--- config.mk ---
export PLATFORM = sky130hd
export DESIGN_NAME = spi_ram_bridge_flat
export DESIGN_NICKNAME = d
export VERILOG_FILES = /design/src/rtl/spi_ram_bridge_if.sv /design/src/rtl/spi_ram_bridge.sv /design/src/flat_wrapper.sv
export SDC_FILE = /design/constraint.sdc
export NUM_CORES = 1
export LEC_CHECK = 0
export ABC_AREA = 1
export ABC_CLOCK_PERIOD_IN_PS = 2340
export CAP_MARGIN = 15
export CORE_MARGIN = 5
export CORE_UTILIZATION = 40
export CTS_BUF_LIST = sky130_fd_sc_hd__clkbuf_4
export DETAILED_ROUTE_END_ITERATION = 8
export PLACE_DENSITY = 0.72
export SYNTH_ARGS = -nofsm -noshare
export SYNTH_HDL_FRONTEND = slang
export SYNTH_SLANG_ARGS = --single-unit
export TNS_END_PERCENT = 30
--- constraint.sdc ---
create_clock -name clk_i -period 2.34 [get_ports clk_i]
set_input_delay 0.468 -clock clk_i [delete_from_list [all_inputs] [get_ports clk_i]]
set_output_delay 0.468 -clock clk_i [all_outputs]
set_load 0.005 [all_outputs]
--- src/rtl/spi_ram_bridge_if.sv ---
// Bundle between the SPI byte engine (spi_ram_bridge) and its surroundings.
// The SPI slave byte stream and the RAM multiplexer port share one interface.
interface spi_ram_bridge_if #(
  parameter int ADDR_W = 5,
  parameter int DATA_W = 32
);
  logic              cs_i;
  logic              rx_valid_i;
  logic [7:0]        rx_byte_i;
  logic [7:0]        tx_byte_o;
  logic              mem_clk_o;
  logic              mem_we_o;
  logic [ADDR_W-1:0] mem_addr_o;
  logic [DATA_W-1:0] mem_data_o;
  logic [DATA_W-1:0] mem_data_i;
  logic              busy_o;
  logic              err_o;

  // The bridge itself.
  modport slave (
    input  cs_i, rx_valid_i, rx_byte_i, mem_data_i,
    output tx_byte_o, mem_clk_o, mem_we_o, mem_addr_o, mem_data_o, busy_o, err_o
  );

  // The SPI slave / RAM multiplexer side.
  modport master (
    output cs_i, rx_valid_i, rx_byte_i, mem_data_i,
    input  tx_byte_o, mem_clk_o, mem_we_o, mem_addr_o, mem_data_o, busy_o, err_o
  );
endinterface

--- src/rtl/spi_ram_bridge.sv ---
// SPI byte-stream command engine driving the SPI-side RAM strobe port.
// Define SPI_RAM_READ_EN to add the 0x03 READ command with word prefetch.
module spi_ram_bridge #(
  parameter int ADDR_W = 5,
  parameter int DATA_W = 32
) (
  input logic             clk_i,
  input logic             rst_i,
  spi_ram_bridge_if.slave bus
);

  typedef enum logic [2:0] {
    S_IDLE, S_CMD, S_ADDR, S_WDATA, S_RDATA, S_IGNORE
  } state_e;

  typedef enum logic [2:0] {
    A_IDLE, A_SETUP, A_STROBE, A_HOLD, A_CAPTURE
  } acc_e;

  localparam logic [7:0] CMD_WRITE = 8'h02;
`ifdef SPI_RAM_READ_EN
  localparam logic [7:0] CMD_READ  = 8'h03;
`endif

  state_e            state_q, state_d;
  acc_e              acc_q, acc_d;
  logic [ADDR_W-1:0] addr_q, addr_d;
  logic [1:0]        cnt_q, cnt_d;
  logic [DATA_W-1:0] shift_q, shift_d;
  logic              err_q, err_d;
  logic              acc_we_q, acc_we_d;
  logic [ADDR_W-1:0] mem_addr_q, mem_addr_d;
  logic [DATA_W-1:0] mem_data_q, mem_data_d;
`ifdef SPI_RAM_READ_EN
  logic              is_rd_q, is_rd_d;
  logic [DATA_W-1:0] rd_word_q, rd_word_d;
  logic [7:0]        tx_byte_q, tx_byte_d;
`endif

  logic              start;
  logic              start_we;
  logic [ADDR_W-1:0] issue_addr;
  logic [DATA_W-1:0] wword;

  // NOTE: every variable gets a default before the case so no latch is inferred.
  always_comb begin
    state_d    = state_q;
    acc_d      = acc_q;
    addr_d     = addr_q;
    cnt_d      = cnt_q;
    shift_d    = shift_q;
    err_d      = err_q;
    acc_we_d   = acc_we_q;
    mem_addr_d = mem_addr_q;
    mem_data_d = mem_data_q;
`ifdef SPI_RAM_READ_EN
    is_rd_d    = is_rd_q;
    rd_word_d  = rd_word_q;
    tx_byte_d  = tx_byte_q;
`endif
    start      = 1'b0;
    start_we   = 1'b0;
    issue_addr = addr_q;
    wword      = {shift_q[DATA_W-9:0], bus.rx_byte_i};

    case (state_q)
      S_IDLE: begin
        if (bus.cs_i) begin
          state_d = S_CMD;
          err_d   = 1'b0;
          cnt_d   = 2'd0;
        end
      end
      S_CMD: begin
        if (bus.rx_valid_i) begin
          if (bus.rx_byte_i == CMD_WRITE) begin
            state_d = S_ADDR;
`ifdef SPI_RAM_READ_EN
            is_rd_d = 1'b0;
          end else if (bus.rx_byte_i == CMD_READ) begin
            state_d = S_ADDR;
            is_rd_d = 1'b1;
`endif
          end else begin
            state_d = S_IGNORE;
            err_d   = 1'b1;
          end
        end
      end
      S_ADDR: begin
        if (bus.rx_valid_i) begin
          cnt_d = 2'd0;
`ifdef SPI_RAM_READ_EN
          if (is_rd_q) begin
            // Prefetch the first word so its MSB is ready before the first dummy byte.
            state_d    = S_RDATA;
            start      = 1'b1;
            issue_addr = bus.rx_byte_i[ADDR_W-1:0];
            addr_d     = bus.rx_byte_i[ADDR_W-1:0] + 1'b1;
          end else begin
            state_d = S_WDATA;
            addr_d  = bus.rx_byte_i[ADDR_W-1:0];
          end
`else
          state_d = S_WDATA;
          addr_d  = bus.rx_byte_i[ADDR_W-1:0];
`endif
        end
      end
      S_WDATA: begin
        if (bus.rx_valid_i) begin
          shift_d = wword;
          cnt_d   = cnt_q + 2'd1;
          if (cnt_q == 2'd3) begin
            start    = 1'b1;
            start_we = 1'b1;
            addr_d   = addr_q + 1'b1;
          end
        end
      end
      S_RDATA: begin
`ifdef SPI_RAM_READ_EN
        if (bus.rx_valid_i) begin
          if (cnt_q == 2'd3) begin
            // Word exhausted: the next MSB arrives with the capture of this prefetch.
            cnt_d  = 2'd0;
            start  = 1'b1;
            addr_d = addr_q + 1'b1;
          end else begin
            cnt_d     = cnt_q + 2'd1;
            rd_word_d = rd_word_q << 8;
            tx_byte_d = rd_word_q[DATA_W-9 -: 8];
          end
        end
`endif
      end
      default: ;
    endcase

    // Frame end returns to IDLE, but never while an access is still on the RAM port.
    if (!bus.cs_i && state_q != S_IDLE && acc_q == A_IDLE) begin
      state_d = S_IDLE;
    end

    // Issue only from A_IDLE; byte spacing guarantees the previous access is done.
    case (acc_q)
      A_IDLE: begin
        if (start) begin
          acc_d      = A_SETUP;
          acc_we_d   = start_we;
          mem_addr_d = issue_addr;
          if (start_we) begin
            mem_data_d = wword;
          end
        end
      end
      A_SETUP:  acc_d = A_STROBE;
      A_STROBE: acc_d = A_HOLD;
      A_HOLD: begin
`ifdef SPI_RAM_READ_EN
        acc_d = acc_we_q ? A_IDLE : A_CAPTURE;
`else
        acc_d = A_IDLE;
`endif
      end
      A_CAPTURE: begin
`ifdef SPI_RAM_READ_EN
        rd_word_d = bus.mem_data_i;
        tx_byte_d = bus.mem_data_i[DATA_W-1 -: 8];
`endif
        acc_d = A_IDLE;
      end
      default: acc_d = A_IDLE;
    endcase
  end

  // NOTE: sequential state uses non-blocking assignments so every flop samples pre-edge values.
  always_ff @(posedge clk_i) begin
    if (rst_i) begin
      state_q    <= S_IDLE;
      acc_q      <= A_IDLE;
      addr_q     <= '0;
      cnt_q      <= 2'd0;
      shift_q    <= '0;
      err_q      <= 1'b0;
      acc_we_q   <= 1'b0;
      mem_addr_q <= '0;
      mem_data_q <= '0;
`ifdef SPI_RAM_READ_EN
      is_rd_q    <= 1'b0;
      rd_word_q  <= '0;
      tx_byte_q  <= 8'h00;
`endif
    end else begin
      state_q    <= state_d;
      acc_q      <= acc_d;
      addr_q     <= addr_d;
      cnt_q      <= cnt_d;
      shift_q    <= shift_d;
      err_q      <= err_d;
      acc_we_q   <= acc_we_d;
      mem_addr_q <= mem_addr_d;
      mem_data_q <= mem_data_d;
`ifdef SPI_RAM_READ_EN
      is_rd_q    <= is_rd_d;
      rd_word_q  <= rd_word_d;
      tx_byte_q  <= tx_byte_d;
`endif
    end
  end

  assign bus.mem_clk_o  = (acc_q == A_STROBE);
  assign bus.busy_o     = (acc_q == A_SETUP) || (acc_q == A_STROBE) || (acc_q == A_HOLD);
  assign bus.mem_we_o   = bus.busy_o && acc_we_q;
  assign bus.mem_addr_o = mem_addr_q;
  assign bus.mem_data_o = mem_data_q;
  assign bus.err_o      = err_q;

`ifdef SPI_RAM_READ_EN
  assign bus.tx_byte_o = tx_byte_q;
`else
  logic unused_rd_data;
  assign unused_rd_data = ^bus.mem_data_i;
  assign bus.tx_byte_o  = 8'h00;
`endif

endmodule

--- src/flat_wrapper.sv ---
// flat-port wrapper written by rule: the top's interface ports become plain ports
module spi_ram_bridge_flat 
#(
  parameter int ADDR_W = 5,
  parameter int DATA_W = 32
)
  (clk_i, rst_i, bus_cs_i, bus_rx_valid_i, bus_rx_byte_i, bus_mem_data_i, bus_tx_byte_o, bus_mem_clk_o, bus_mem_we_o, bus_mem_addr_o, bus_mem_data_o, bus_busy_o, bus_err_o);
  spi_ram_bridge_if #(.ADDR_W(ADDR_W), .DATA_W(DATA_W)) bus_i ();
  input logic clk_i;
  input logic rst_i;
  input wire logic [$bits(bus_i.cs_i)-1:0] bus_cs_i;
  input wire logic [$bits(bus_i.rx_valid_i)-1:0] bus_rx_valid_i;
  input wire logic [$bits(bus_i.rx_byte_i)-1:0] bus_rx_byte_i;
  input wire logic [$bits(bus_i.mem_data_i)-1:0] bus_mem_data_i;
  output wire logic [$bits(bus_i.tx_byte_o)-1:0] bus_tx_byte_o;
  output wire logic [$bits(bus_i.mem_clk_o)-1:0] bus_mem_clk_o;
  output wire logic [$bits(bus_i.mem_we_o)-1:0] bus_mem_we_o;
  output wire logic [$bits(bus_i.mem_addr_o)-1:0] bus_mem_addr_o;
  output wire logic [$bits(bus_i.mem_data_o)-1:0] bus_mem_data_o;
  output wire logic [$bits(bus_i.busy_o)-1:0] bus_busy_o;
  output wire logic [$bits(bus_i.err_o)-1:0] bus_err_o;
  assign bus_i.cs_i = bus_cs_i;
  assign bus_i.rx_valid_i = bus_rx_valid_i;
  assign bus_i.rx_byte_i = bus_rx_byte_i;
  assign bus_i.mem_data_i = bus_mem_data_i;
  assign bus_tx_byte_o = bus_i.tx_byte_o;
  assign bus_mem_clk_o = bus_i.mem_clk_o;
  assign bus_mem_we_o = bus_i.mem_we_o;
  assign bus_mem_addr_o = bus_i.mem_addr_o;
  assign bus_mem_data_o = bus_i.mem_data_o;
  assign bus_busy_o = bus_i.busy_o;
  assign bus_err_o = bus_i.err_o;
  spi_ram_bridge #(.ADDR_W(ADDR_W), .DATA_W(DATA_W)) u_core (.clk_i(clk_i), .rst_i(rst_i), .bus(bus_i));
endmodule
==> run_results.csv <==
group,metric,value,unit
clocking,path_clk_slew,0.14,ns
finish,final_nets,512,
timing,hold_violations,0,
grt,antenna_found_initial,0,
die,ioPinCount,93,
timing,tns,0,ns
timing,rsz0062_at_grt,"no",
grt,gr-total-overflow,0,
clocking,root_buffer,"clkbuf_4",
power_and_ir_drop,peakVddDrop,0.327,mV
run,max_cap_viol_count,0,
die,die_y,99.1,um
die,die_w,99.1,um
clocking,post_cts_resized,0,
hold_path,hold_path_class,"in -> reg",
detailed_routing,ant_nets,0,
detailed_routing,drc,0,
timing,fmax,465,MHz
grt,grt_usage,15.1,%
setup_path,start_kind,"register",
yosys,ys_seq_elements,75,
yosys,synthMuxAreaShare,0,%
timing,fin_skew,0.0166,ns
placement,hpwlAfterDp,5170,um
clocking,cts.htree.levels,3,
setup_path,crit_type,"reg -> out",
setup_path,required,1.87,ns
setup_path,end_kind,"output pin",
clocking,cts_buffer_depth,2,
finish,nFillCells,748,
yosys,synth_simple_gate_area_share,27.1,%
timing,fin_hold_ws,0.446,ns
detailed_routing,routed_wl,7470,um
placement,dp_cells,555,
setup_path,path_max_fanout,3,
grt,grt_pass1_wl,12300,um
yosys,yosysSeqAreaShare,47.2,%
yosys,synth_xor_area_share,0.276,%
timing,period_share,91.9,%
detailed_routing,drt-initial-drc-count,191,
finish,diodes,0,
finish,fin_cells,571,
yosys,syn_area_per_cell,7.55,sq um
placement,place.gp.congestion,0.806,
yosys,synth_compound_area_share,13.3,%
clocking,cts-hold-fix-buffers,0,
timing,slew_viol_final,0,
detailed_routing,vias,2843,
yosys,ys_warn_count,0,
detailed_routing,drt_first_pass_iters,4,
power_and_ir_drop,p_per_area,742,mW/mm^2
clocking,cts_buffers,9,
grt,grt_pass1_vias,2693,
finish,syn_to_final_growth,21.5,%
yosys,synth_cell_types,22,
detailed_routing,vias_per_cell,4.98,
die,core.rowCount,32,
status,status,"completed",
finish,drive_gt1_share,7.04,%
yosys,synth_top_family_by_area,"simple AND/OR/NAND/NOR gates",
clocking,clock-sinks,75,
clocking,clkLatencyLatePin,0.42,ns
grt,grt_max_degree,43,
die,start_util,41.1,%
timing,min_period,2.15,ns
die,die-area,0.00983,sq mm
setup_path,arrival,1.68,ns
detailed_routing,avgRoutedWirePerCell,13.1,um
finish,fin_util,50.0,%
yosys,mappedNetlistArea,0.00318,sq mm
yosys,synth_adder_area_share,1.57,%
timing,setup_viol,0,
power_and_ir_drop,leakagePower,0.00141,uW
yosys,synthCells,421,
placement,io_buffers,52,
die,design.core.area,0.00773,sq mm
clocking,cts_tree,"built",
clocking,postCtsSetupRepairBufs,0,
power by group:
group | leakage [uW] | internal (uW) | switching (uW)
Clock | 0.0000790 | 344 | 508
Sequential | 0.000605 | 1340 | 71.8
Combinational | 0.000729 | 193 | 406
Total | 0.00141 | 1880 | 986
synthesized netlist by cell type:
library cell / n / area (sq um)
nand2_1: 114 / 428
dfxtp_1: 75 / 1500
a21oi_1: 70 / 350
nand4_1: 41 / 257
inv_1: 27 / 101
clkbuf_1: 18 / 67.6
nor2_1: 18 / 67.6
nand3_1: 13 / 65.1
o21ai_0: 13 / 65.1
buf_4: 12 / 90.1
buf_6: 5 / 56.3
ha_1: 4 / 50.1
buf_2: 2 / 10.0
a31oi_1: 1 / 6.26
clkinv_2: 1 / 5.00
conb_1: 1 / 3.75
nand2_2: 1 / 6.26
nand2_4: 1 / 11.3
nand3_2: 1 / 10.0
nor2_4: 1 / 11.3
or2_2: 1 / 6.26
xnor2_1: 1 / 8.76
sequential cells by signal, summed over array words and instances, names as in the netlist, 2 cells and up:
name / flops
u_core.bus.mem_addr_o: 5
u_core.acc_q: 2
u_core.cnt_q: 2
u_core.bus.mem_data_o: 32
u_core.state_q: 3
u_core.addr_q: 5
u_core.shift_q: 24
cell families (layout without fill, tap and decap cells):
logic type                 after synthesis  in the layout
and+or+nand+nor                        191            191
xor gates and xnor gates                 1              1
AOI/OAI and AO/OA                       84             84
buffers and inverters                   65            106
DFF                                     75             75
other                                    1              8
adders and majority gates                4              4
placed cells by master, fill, tap and decap left out, types with 2 or more instances in the layout:
cell and n:
a21oi_1 70, ha_1 4, nand2_1 114, conb_1 8
clkdlybuf4s50_1 51, inv_6 2, clkinv_4 2, buf_4 9
dfxtp_1 75, nor2_1 18, nand3_1 13, inv_1 27
o21ai_0 13, nand4_1 41, clkbuf_4 9
area by class of cell:
class,instances,area [sq um],share of cell area (%)
clock buffer,9,67.6,1.75
clock inverter,7,83.8,2.17
inverter,28,106,2.75
multi-input combinational,288,1370,35.5
sequential,75,1500,38.9
tap,102,128,3.30
timing repair buffer,62,603,15.6
routing by layer:
layer | share of wire (%) | GRT usage, % | vias up
li1 | - | - | 1475
met5 | 0 | 0 | -
met1 | 46 | 19.9 | 1282
met4 | 1.5 | 6.93 | 0
met2 | 47 | 24.0 | 79
met3 | 5.4 | 2.52 | 7
through the flow:
step	total power, uW	setup slack (ns)	cell area [sq um]
after CTS	2870	0.151	3860
after global routing	3030	0.111	3860
final	2870	0.189	3860
after detailed placement	2030	0.350	3710
after global placement	2000	0.391	3710
after floorplan	1870	0.779	3200
worst max-delay path, stage by stage, from the launching register on:
cell             delay [ns]
dfxtp_1                0.35
inv_1                  0.06
ha_1                   0.24
nor2_1                 0.11
clkdlybuf4s50_1        0.50
path summary, 6_finish.rpt:
path / startpoint / to / slack [ns] / depth (start not counted)
worst max-delay path: u_core.acc_q[0] / bus_mem_we_o / 0.19 / 4
worst min-delay path: rst_i / u_core.bus.mem_addr_o[4] / 0.45 / 2
worst max register to register: u_core.acc_q[0] / u_core.bus.mem_addr_o[1] / 0.63 / 7
worst min register to register: u_core.bus.err_o / u_core.bus.err_o / 0.46 / 2
Note: power is estimated with default switching activity, not from simulation.
